### config.mk
export PLATFORM = sky130hd
export DESIGN_NAME = mips_mc_ctrl
export DESIGN_NICKNAME = d
export VERILOG_FILES = /design/src/rtl/mips_mc_ctrl.sv
export SDC_FILE = /design/constraint.sdc
export NUM_CORES = 1
export LEC_CHECK = 0
export CAP_MARGIN = 5
export CORE_ASPECT_RATIO = 1.1
export CORE_UTILIZATION = 39
export DETAILED_ROUTE_END_ITERATION = 8
export PLACE_DENSITY = 0.76
export SYNTH_ARGS = -nofsm -noshare
export SYNTH_HDL_FRONTEND = slang
export SYNTH_SLANG_ARGS = --single-unit
### constraint.sdc
create_clock -name clk -period 1.35 [get_ports clk]
set_input_delay 0.135 -clock clk [delete_from_list [all_inputs] [get_ports clk]]
set_output_delay 0.135 -clock clk [all_outputs]
set_load 0.03 [all_outputs]
### src/rtl/mips_mc_ctrl.sv
// Multi-cycle MIPS control unit: main instruction FSM, ALU decode, memory wait
// handshake with timeout, optional bne/andi/ori, illegal-op and bus-error pulses.
module mips_mc_ctrl #(
    parameter bit          EXT_EN   = 1'b1,
    parameter bit          MEM_WAIT = 1'b1,
    parameter int unsigned MAX_WAIT = 15
) (
    input  logic       clk,
    input  logic       reset,
    input  logic [5:0] op,
    input  logic [5:0] funct,
    input  logic       zero,
    input  logic       mem_ready,
    output logic       memreq,
    output logic       iord,
    output logic       memwrite,
    output logic       irwrite,
    output logic       regdst,
    output logic       memtoreg,
    output logic       regwrite,
    output logic       alusrca,
    output logic [1:0] alusrcb,
    output logic [2:0] alucontrol,
    output logic       extop,
    output logic [1:0] pcsrc,
    output logic       pcen,
    output logic       illegal,
    output logic       buserr,
    output logic [3:0] state_o
);

    localparam int unsigned CW = $clog2(MAX_WAIT + 1);

    localparam logic [5:0] OP_RTYPE = 6'b000000;
    localparam logic [5:0] OP_J     = 6'b000010;
    localparam logic [5:0] OP_BEQ   = 6'b000100;
    localparam logic [5:0] OP_BNE   = 6'b000101;
    localparam logic [5:0] OP_ADDI  = 6'b001000;
    localparam logic [5:0] OP_ANDI  = 6'b001100;
    localparam logic [5:0] OP_ORI   = 6'b001101;
    localparam logic [5:0] OP_LW    = 6'b100011;
    localparam logic [5:0] OP_SW    = 6'b101011;

    localparam logic [5:0] FN_ADD = 6'b100000;
    localparam logic [5:0] FN_SUB = 6'b100010;
    localparam logic [5:0] FN_AND = 6'b100100;
    localparam logic [5:0] FN_OR  = 6'b100101;
    localparam logic [5:0] FN_SLT = 6'b101010;

    localparam logic [2:0] ALU_ADD = 3'b010;
    localparam logic [2:0] ALU_SUB = 3'b110;
    localparam logic [2:0] ALU_AND = 3'b000;
    localparam logic [2:0] ALU_OR  = 3'b001;
    localparam logic [2:0] ALU_SLT = 3'b111;

    typedef enum logic [3:0] {
        FETCH   = 4'd0,
        DECODE  = 4'd1,
        MEMADR  = 4'd2,
        MEMRD   = 4'd3,
        MEMWB   = 4'd4,
        MEMWR   = 4'd5,
        RTYPEEX = 4'd6,
        RTYPEWB = 4'd7,
        BREX    = 4'd8,
        IMMEX   = 4'd9,
        IMMWB   = 4'd10,
        JEX     = 4'd11
    } state_t;

    state_t        state_q, state_d;
    logic [CW-1:0] wcnt_q, wcnt_d;
    logic          ready;
    logic          wait_st;
    logic          timeout;
    logic          is_bne;
    logic          is_andi;
    logic          is_ori;

    assign ready   = MEM_WAIT ? mem_ready : 1'b1;
    assign wait_st = (state_q == FETCH) || (state_q == MEMRD) || (state_q == MEMWR);
    // Ready wins over timeout: timeout only fires while ready is low.
    assign timeout = wait_st && !ready && (wcnt_q == CW'(MAX_WAIT));
    assign wcnt_d  = (wait_st && !ready && !timeout) ? wcnt_q + CW'(1) : '0;

    assign is_bne  = EXT_EN && (op == OP_BNE);
    assign is_andi = EXT_EN && (op == OP_ANDI);
    assign is_ori  = EXT_EN && (op == OP_ORI);

    always_ff @(posedge clk) begin
        if (!reset) begin
            state_q <= FETCH;
            wcnt_q  <= '0;
        end else begin
            state_q <= state_d;
            wcnt_q  <= wcnt_d;
        end
    end

    always_comb begin
        state_d    = state_q;
        memreq     = 1'b0;
        iord       = 1'b0;
        memwrite   = 1'b0;
        irwrite    = 1'b0;
        regdst     = 1'b0;
        memtoreg   = 1'b0;
        regwrite   = 1'b0;
        alusrca    = 1'b0;
        alusrcb    = 2'b00;
        alucontrol = 3'b000;
        extop      = 1'b1;
        pcsrc      = 2'b00;
        pcen       = 1'b0;
        illegal    = 1'b0;
        buserr     = 1'b0;
        state_o    = 4'(state_q);

        case (state_q)
            FETCH: begin
                memreq     = 1'b1;
                alusrcb    = 2'b01;
                alucontrol = ALU_ADD;
                if (ready) begin
                    irwrite = 1'b1;
                    pcen    = 1'b1;
                    state_d = DECODE;
                end else if (timeout) begin
                    buserr = 1'b1;
                end
            end
            DECODE: begin
                alusrcb    = 2'b11;
                alucontrol = ALU_ADD;
                if ((op == OP_LW) || (op == OP_SW)) begin
                    state_d = MEMADR;
                end else if (op == OP_RTYPE) begin
                    state_d = RTYPEEX;
                end else if ((op == OP_BEQ) || is_bne) begin
                    state_d = BREX;
                end else if ((op == OP_ADDI) || is_andi || is_ori) begin
                    state_d = IMMEX;
                end else if (op == OP_J) begin
                    state_d = JEX;
                end else begin
                    illegal = 1'b1;
                    state_d = FETCH;
                end
            end
            MEMADR: begin
                alusrca    = 1'b1;
                alusrcb    = 2'b10;
                alucontrol = ALU_ADD;
                state_d    = (op == OP_SW) ? MEMWR : MEMRD;
            end
            MEMRD: begin
                memreq = 1'b1;
                iord   = 1'b1;
                if (ready) begin
                    state_d = MEMWB;
                end else if (timeout) begin
                    buserr  = 1'b1;
                    state_d = FETCH;
                end
            end
            MEMWB: begin
                memtoreg = 1'b1;
                regwrite = 1'b1;
                state_d  = FETCH;
            end
            MEMWR: begin
                memreq   = 1'b1;
                iord     = 1'b1;
                memwrite = 1'b1;
                if (ready) begin
                    state_d = FETCH;
                end else if (timeout) begin
                    buserr  = 1'b1;
                    state_d = FETCH;
                end
            end
            RTYPEEX: begin
                alusrca = 1'b1;
                state_d = RTYPEWB;
                case (funct)
                    FN_ADD:  alucontrol = ALU_ADD;
                    FN_SUB:  alucontrol = ALU_SUB;
                    FN_AND:  alucontrol = ALU_AND;
                    FN_OR:   alucontrol = ALU_OR;
                    FN_SLT:  alucontrol = ALU_SLT;
                    default: begin
                        illegal = 1'b1;
                        state_d = FETCH;
                    end
                endcase
            end
            RTYPEWB: begin
                regdst   = 1'b1;
                regwrite = 1'b1;
                state_d  = FETCH;
            end
            BREX: begin
                alusrca    = 1'b1;
                alucontrol = ALU_SUB;
                pcsrc      = 2'b01;
                pcen       = is_bne ? ~zero : zero;
                state_d    = FETCH;
            end
            IMMEX: begin
                alusrca = 1'b1;
                alusrcb = 2'b10;
                if (is_andi) begin
                    alucontrol = ALU_AND;
                    extop      = 1'b0;
                end else if (is_ori) begin
                    alucontrol = ALU_OR;
                    extop      = 1'b0;
                end else begin
                    alucontrol = ALU_ADD;
                end
                state_d = IMMWB;
            end
            IMMWB: begin
                regwrite = 1'b1;
                state_d  = FETCH;
            end
            JEX: begin
                pcsrc   = 2'b10;
                pcen    = 1'b1;
                state_d = FETCH;
            end
            default: state_d = FETCH;
        endcase

        // Reset masks every strobe and presents the idle FETCH datapath setup.
        if (!reset) begin
            state_d    = FETCH;
            memreq     = 1'b0;
            iord       = 1'b0;
            memwrite   = 1'b0;
            irwrite    = 1'b0;
            regdst     = 1'b0;
            memtoreg   = 1'b0;
            regwrite   = 1'b0;
            alusrca    = 1'b0;
            alusrcb    = 2'b01;
            alucontrol = ALU_ADD;
            extop      = 1'b1;
            pcsrc      = 2'b00;
            pcen       = 1'b0;
            illegal    = 1'b0;
            buserr     = 1'b0;
            state_o    = 4'd0;
        end
    end

endmodule

==> results of run 1 <==
## cell families after synthesis
| family | synth area share, % |
|---|---|
| adders and majority gates | 1.29 |
| and+or+nand+nor | 49.1 |
| xor gates and xnor gates | 4.50 |
| muxes | 1.03 |
| AOI/OAI and AO/OA | 21.6 |
| DFF | 16.5 |
| buffers and inverters | 6.04 |
## through the flow
step	worst slack, ps	std cells	area [um^2]	utilization [%]
floorplan	-159	140	1100	-
global placement	-618	247	1750	76.0
detailed placement	-680	247	1750	76.0
CTS	-529	261	2100	91.5
## repair_timing
item                       in CTS
gates resized for setup        84
setup endpoints to repair      31
buffers inserted               12
pin swaps                      20
==> results.yml, run 1 <==
run_status:
  outcome: "stopped before the end"
  haltStage: "global routing (5_1_grt)"
  stop_error: "[ERROR DPL-0038] Utilization greater than 100%, impossible to legalize"
clock_network:
  cts_hold_buffers: 0
  h-tree-depth: 1
  cts_sinks: 8
  numCtsBuffers: 3
  cts_root_buffer: "clkbuf_4"
  clock_path_buffers: 2
synthesis:
  syn_area_um2: 973
  synthFlopType: "dfxtp_1"
  syn_nets: 157
  yosys_warnings: 0
  synth_common_cells: "15 x nand2_1, 12 x nor2_1, 9 x nor2b_1, 8 x dfxtp_1, 7 x clkbuf_1"
  yosys.area.top_type: "dfxtp_1"
  synth_cell_type_count: 50
  seq_area_frac_synth_pct: 16.5
  yosysTopAreaCellShare_pct: 16.5
  synthArstFlopShare_pct: 0
  syn_area_per_cell_um2: 6.95
  synth_edf_count: 0
  synthTopCellsByArea: "dfxtp_1 16%, nand2_1 5.8%, nor2b_1 5.8%"
  syn_inst: 140
  ys_seq_elements: 8
  post-synth-top-count-cell: "nand2_1"
timing:
  worst-ep-kind: "top-level output"
  worstEndpointGrtRepair: "buserr"
floorplan:
  initial_utilization_pct: 42.4
  die_width_um: 49.6
  num_io_pins: 39
  fp.dieH_um: 54.4
  num_rows: 18
place:
  io_buffer_count: 38
  gp_congestion: 0.835
  hpwlAfterDp_um: 2840
global_route:
  grt_max_degree: 14
==> run 2: changes to the inputs <==
--- a/config.mk
+++ b/config.mk
@@ -6,10 +6,10 @@
 export NUM_CORES = 1
 export LEC_CHECK = 0
 export CAP_MARGIN = 5
-export CORE_ASPECT_RATIO = 1.1
-export CORE_UTILIZATION = 39
+export CORE_AREA = 2 2 63 65
 export DETAILED_ROUTE_END_ITERATION = 8
-export PLACE_DENSITY = 0.76
+export DIE_AREA = 0 0 65 67
+export PLACE_DENSITY_LB_ADDON = 0.15
 export SYNTH_ARGS = -nofsm -noshare
 export SYNTH_HDL_FRONTEND = slang
 export SYNTH_SLANG_ARGS = --single-unit
==> constraint.sdc (replaced) <==
create_clock -name clk -period 1.8 [get_ports clk]
set_input_delay 0.18 -clock clk [delete_from_list [all_inputs] [get_ports clk]]
set_output_delay 0.18 -clock clk [all_outputs]
set_load 0.03 [all_outputs]
==> run 2 against run 1 <==
The flow now finishes, with violations (setup timing). Area after synthesis unchanged. Synthesized cell count unchanged.
==> results.yml, run 2 <==
finish:
  antenna_cells: 0
  layout.cells.non_filler: 275
  nets: 246
  fin_area_um2: 1890
  final_cell_mix: "68 x buf_4, 13 x nand2_1, 10 x nor2_1, 8 x buf_6, 7 x clkdlybuf4s50_1"
  area_growth_pct: 93.7
  drive_above_1_share_pct: 49.3
  nFillCells: 362
  final_common_cell: "buf_4"
  top_regs: "state_q (4), wcnt_q (4)"
pwr:
  p_clk_share_pct: 29.0
  irDropWorstVdd_mv: 0.179
  p_sw_mw: 0.217
  p_total_mw: 0.720
  combPwrFrac_pct: 44.1
  switching_share_pct: 30.1
  power_frac_seq_pct: 26.9
  p_leak_nw: 0.882
  powerDensity_nw_per_um2: 382
  cell_internal_pwr_mw: 0.504
synthesis:
  synthTopCellsByArea: "dfxtp_1 16%, nand2_1 5.8%, nor2b_1 5.8%"
  synthArstFlopShare_pct: 0
  syn_area_per_cell_um2: 6.95
  syn_area_um2: 973
  syn_inst: 140
  yosys.area.top_type: "dfxtp_1"
  seq_area_frac_synth_pct: 16.5
  synth_edf_count: 0
  syn_nets: 157
  ys_seq_elements: 8
  synth_common_cells: "15 x nand2_1, 12 x nor2_1, 9 x nor2b_1, 8 x dfxtp_1, 7 x clkbuf_1"
  yosysTopAreaCellShare_pct: 16.5
  post-synth-top-count-cell: "nand2_1"
  yosys_warnings: 0
  synthFlopType: "dfxtp_1"
  synth_cell_type_count: 50
clock_network:
  insertion_delay_ps: 220
  cts_hold_buffers: 0
  cts_tree: "done"
  h-tree-depth: 1
  cts_sinks: 8
  cts_root_buffer: "clkbuf_8"
  clkTransAtPathRegs_ps: 40
  clock_path_buffers: 2
  numCtsBuffers: 3
flow_run:
  drv_cap: 0
setup_path:
  crit_type: "reg2out"
  reg2reg_depth: 8
  required_ps: 1620
  r2r_end: "wcnt_q[3]$_SDFF_PN0_"
  startpoint: "state_q[0]$_SDFFE_PN0P_"
  crit_path_end: "buserr"
  startpoint_type: "register"
  end_kind: "output pin"
  reg2reg_slack_ps: -30
  cp.arrival_ps: 1700
  cp_max_fo: 5
  worstReg2RegStart: "state_q[0]$_SDFFE_PN0P_"
timing:
  rsz0062_at_grt: "true"
  hold_viol_final: 0
  fmax_mhz: 533
  finalCritPeriodShare_pct: 104
  tightest_slew_ps: 334
  slew_headroom_pct: 77.1
  final_max_slew_viol_count: 0
  clock_skew_ps: 1.17
  setup_ws_ps: -75.0
  setup_violations: 4
  fin_crit_ps: 1880
place:
  gp_congestion: 0.842
  io_buffer_count: 38
  hpwlAfterDp_um: 2770
  placed_cell_area_um2: 1660
  dp.cells: 261
global_route:
  grt-ovfl-total: 0
  grt_pass1_wl_um: 5960
  antenna_found_initial: 0
  grt_pass1_vias: 1306
  grt_max_degree: 13
  track_usage_pct: 17.4
floorplan:
  fp.dieH_um: 67
  die_width_um: 65
  core_um2: 3610
  dieArea_um2: 4360
  num_io_pins: 39
  num_rows: 22
  initial_utilization_pct: 27.0
route:
  routedWlPerCell_um: 12.9
  wl_met3_um: 112
  route.detailed.drc: 0
  met2_length_um: 1800
  drt-initial-drc-count: 57
  wl_um: 3540
  routed.top_layer: "met4"
  drtPass1Iterations: 4
  vias_per_cell: 4.87
  vias: 1340
  met1_length_um: 1590
  ant_nets: 0
run_status:
  outcome: "finished, violations left"
  violations: "setup timing"
min_path:
  holdPathStages: 1
  hold_path_class: "reg2reg"
## run 2: cell families (layout without fill, tap and decap cells)
group	after synthesis	count (layout)	share of synthesized area [%]
AOI/OAI and AO/OA	30	30	21.6
adders and majority gates	1	1	1.29
buffers and inverters	13	100	6.04
muxes	1	1	1.03
DFF	8	8	16.5
and+or+nand+nor	82	82	49.1
xor gates and xnor gates	5	5	4.50
## run 2: timing repair
action,4_1_cts,5_1_grt
endpoints found under the hold margin,0,0
resized for setup,41,20
setup endpoints to repair,11,12
pin swaps,6,6
setup buffers,8,3
## run 2: how the worst min path moves through the flow
stage,from,slack [ps],endpoint
3_3_place_gp,wcnt_q[0]$_SDFF_PN0_,440,wcnt_q[0]$_SDFF_PN0_
6_report,wcnt_q[0]$_SDFF_PN0_,470,wcnt_q[0]$_SDFF_PN0_
5_1_grt,wcnt_q[0]$_SDFF_PN0_,500,wcnt_q[0]$_SDFF_PN0_
4_1_cts,wcnt_q[0]$_SDFF_PN0_,460,wcnt_q[0]$_SDFF_PN0_
3_5_place_dp,wcnt_q[0]$_SDFF_PN0_,460,wcnt_q[0]$_SDFF_PN0_
2_1_floorplan,reset,360,state_q[1]$_SDFFE_PN0P_
## run 2: layout make-up
| cell class | instances | area [um^2] | share of cell area, % |
|---|---|---|---|
| clock buffers | 3 | 41.3 | 2.19 |
| inverters | 3 | 11.3 | 0.597 |
| multi-input cells | 119 | 840 | 44.5 |
| flip-flops and latches | 8 | 166 | 8.83 |
| well taps | 48 | 60.1 | 3.19 |
| repair buffers | 94 | 767 | 40.7 |
## run 2: stage by stage
stage | utilization, % | TNS, ps | hold WS [ps] | setup WS, ps
global placement | 46.0 | -2290 | 437 | -577
floorplan | - | -73.0 | 362 | -73.0
detailed placement | 46.0 | -2160 | 457 | -579
global route | 52.3 | -632 | 502 | -144
CTS | 50.2 | -213 | 465 | -97.9
finish | 52.3 | -110 | 471 | -75.0
## run 2: worst max-delay path, stage by stage (launching register included)
cell,delay [ps]
dfxtp_4,360
buf_6,130
xnor2_2,140
mux2i_2,100
or4b_4,510
nor2_4,100
buf_6,130
## run 2: power groups by stage
| stage | logic (mW) | registers, mW | clock network [mW] |
|---|---|---|---|
| floorplan | 0.132 | 0.191 | 0 |
| global placement | 0.275 | 0.196 | 0 |
| detailed placement | 0.278 | 0.196 | 0 |
| CTS | 0.306 | 0.193 | 0.214 |
| global route | 0.346 | 0.194 | 0.226 |
| finish | 0.318 | 0.194 | 0.209 |
## run 2: layer usage
layer	track usage [%]	vias to the layer above
met5	0	-
met1	21.8	627
met3	1.18	2
met4	6.91	0
met2	30.9	28
li1	-	683
Note: power is estimated with default switching activity, not from simulation.
==> run 3: changes to the inputs <==
==> constraint.sdc (replaced) <==
create_clock -name clk -period 1.8 [get_ports clk]
set_input_delay 0.18 -clock clk [delete_from_list [all_inputs] [get_ports clk]]
set_output_delay 0.18 -clock clk [all_outputs]
set_load 0.01 [all_outputs]
==> run 3 against run 2 <==
The flow now finishes without violations. Cell area fell by 0.27%. Maximum frequency up 5.8%. Sequential power barely moved. Largest cell class unchanged.
==> results.yml, run 3 (synthesis results as in run 2) <==
finish:
  final_cell_mix: "55 x buf_4, 15 x nand2_1, 12 x dlygate4sd2_1, 11 x clkdlybuf4s50_1, 10 x nor2_1"
  drive_above_1_share_pct: 44.5
  layout.cells.non_filler: 275
  utilization_pct: 52.2
  final_common_cell: "buf_4"
  nFillCells: 368
  top_regs: "state_q (4), wcnt_q (4)"
  antenna_cells: 0
  area_growth_pct: 93.2
  nets: 246
  regArea_um2: 173
  multi_input_area_um2: 842
setup_path:
  cp_cell_sequence: "nor2b_2, mux2i_1, or4b_4, nor2_1, buf_2"
  end_kind: "output pin"
  cp.arrival_ps: 1590
  path_depth: 5
  required_ps: 1620
  crit_type: "reg2out"
  worstReg2RegStart: "state_q[2]$_SDFFE_PN0P_"
  reg2reg_slack_ps: 230
  path_buf_inv: 1
  critical-path-slowest-cell: "or4b_4"
  r2r_end: "state_q[2]$_SDFFE_PN0P_"
  startpoint_type: "register"
  cpLargestDelayFamily: "simple AND/OR/NAND/NOR gates"
  cp_max_fo: 4
  critical-path-max-stage-delay_ps: 490
  reg2reg_depth: 8
timing:
  rsz0062_at_grt: "true"
  final_max_slew_viol_count: 0
  slew_headroom_pct: 82.4
  setup_violations: 0
  fmax_mhz: 564
  tns_ps: 0
  finalCritPeriodShare_pct: 98.4
  tightest_slew_ps: 260
  clock_skew_ps: 6.15
  hold_viol_final: 0
  fin_crit_ps: 1770
clock_network:
  clkTransAtPathRegs_ps: 40
  cts_sinks: 8
  insertion_delay_ps: 230
  numCtsBuffers: 3
  cts_hold_buffers: 0
  cts_tree: "done"
  h-tree-depth: 1
  cts_root_buffer: "clkbuf_8"
  clock_path_buffers: 2
pwr:
  cell_internal_pwr_mw: 0.491
  powerDensity_nw_per_um2: 368
  p_sw_mw: 0.201
  power_frac_seq_pct: 27.5
  switching_share_pct: 29.1
  p_leak_nw: 0.890
  combPwrFrac_pct: 41.6
  irDropWorstVdd_mv: 0.208
  p_clk_share_pct: 30.9
floorplan:
  die_width_um: 65
  core_um2: 3610
  initial_utilization_pct: 27.0
  num_io_pins: 39
  num_rows: 22
  fp.dieH_um: 67
  dieArea_um2: 4360
place:
  hpwlAfterDp_um: 2730
  io_buffer_count: 38
  gp_congestion: 0.838
  dp.cells: 268
min_path:
  holdPathEnd: "wcnt_q[0]$_SDFF_PN0_"
  hold_start: "wcnt_q[0]$_SDFF_PN0_"
  hold_path_class: "reg2reg"
  holdPathStages: 1
run_status:
  outcome: "complete, no violations"
route:
  wl_um: 3410
  drtPass1Iterations: 4
  drt-initial-drc-count: 41
  route.detailed.drc: 0
  met1_length_um: 1530
  vias_per_cell: 5.07
  ant_nets: 0
  routedWlPerCell_um: 12.4
  wl_met3_um: 118
  routed.top_layer: "met4"
  met2_length_um: 1740
  vias: 1393
global_route:
  grt-ovfl-total: 0
  track_usage_pct: 16.7
  grt_max_degree: 13
  grt_pass1_wl_um: 5780
  antenna_found_initial: 0
  grt_pass1_vias: 1347
flow_run:
  drv_cap: 0
==> run 3: power by group through the flow <==
| stage | Combinational (mW) | Sequential, mW | Clock, mW |
|---|---|---|---|
| after floorplan | 0.112 | 0.191 | 0 |
| after global placement | 0.268 | 0.195 | 0 |
| after detailed placement | 0.271 | 0.195 | 0 |
| after CTS | 0.278 | 0.190 | 0.218 |
| after global routing | 0.314 | 0.191 | 0.234 |
| final | 0.288 | 0.191 | 0.214 |
==> run 3: repair_timing <==
item / in CTS / in global routing
gates resized for setup: 59 / 28
pin swaps: 5 / 6
endpoints found under the setup margin: 23 / 11
buffers inserted: 3 / 1
==> run 3: how the worst max path moves through the flow <==
stage | from | end | slack (ps)
final | state_q[0]$_SDFFE_PN0P_ | buserr | 30
after detailed placement | op[2] | pcen | -580
after global placement | op[2] | pcen | -540
after CTS | state_q[1]$_SDFFE_PN0P_ | regdst | -70
after global routing | state_q[0]$_SDFFE_PN0P_ | buserr | -70
after floorplan | state_q[0]$_SDFFE_PN0P_ | alucontrol[2] | 210
==> run 3: metrics by stage <==
step / setup slack, ps / power (mW) / hold WS [ps] / cell area, um^2
after floorplan: 210 / 0.303 / 362 / 973
after global placement: -540 / 0.463 / 440 / 1770
after detailed placement: -583 / 0.466 / 445 / 1770
after CTS: -66.7 / 0.687 / 455 / 1860
after global routing: -68.1 / 0.739 / 473 / 1880
final: 28.4 / 0.692 / 453 / 1880
==> run 3: metal layers <==
layer	track usage [%]	up-vias
met5	0	-
met4	4.26	0
met3	2.03	4
met2	29.9	28
met1	20.9	665
li1	-	696
==> run 3: cell type report <==
type,count,area share (%)
well taps,48,3.19
clock buffers,3,2.20
multi-input cells,119,44.8
repair buffers,94,40.1
inverters,3,0.599
flip-flops and latches,8,9.18
==> run 4: changes to the inputs <==
--- a/config.mk
+++ b/config.mk
@@ -10,6 +10,7 @@
 export DETAILED_ROUTE_END_ITERATION = 8
 export DIE_AREA = 0 0 65 67
 export PLACE_DENSITY_LB_ADDON = 0.15
+export SLEW_MARGIN = 10
 export SYNTH_ARGS = -nofsm -noshare
 export SYNTH_HDL_FRONTEND = slang
 export SYNTH_SLANG_ARGS = --single-unit
==> results of run 4 <==
The final DEF is identical to that of run 3; final timing and power are the same.
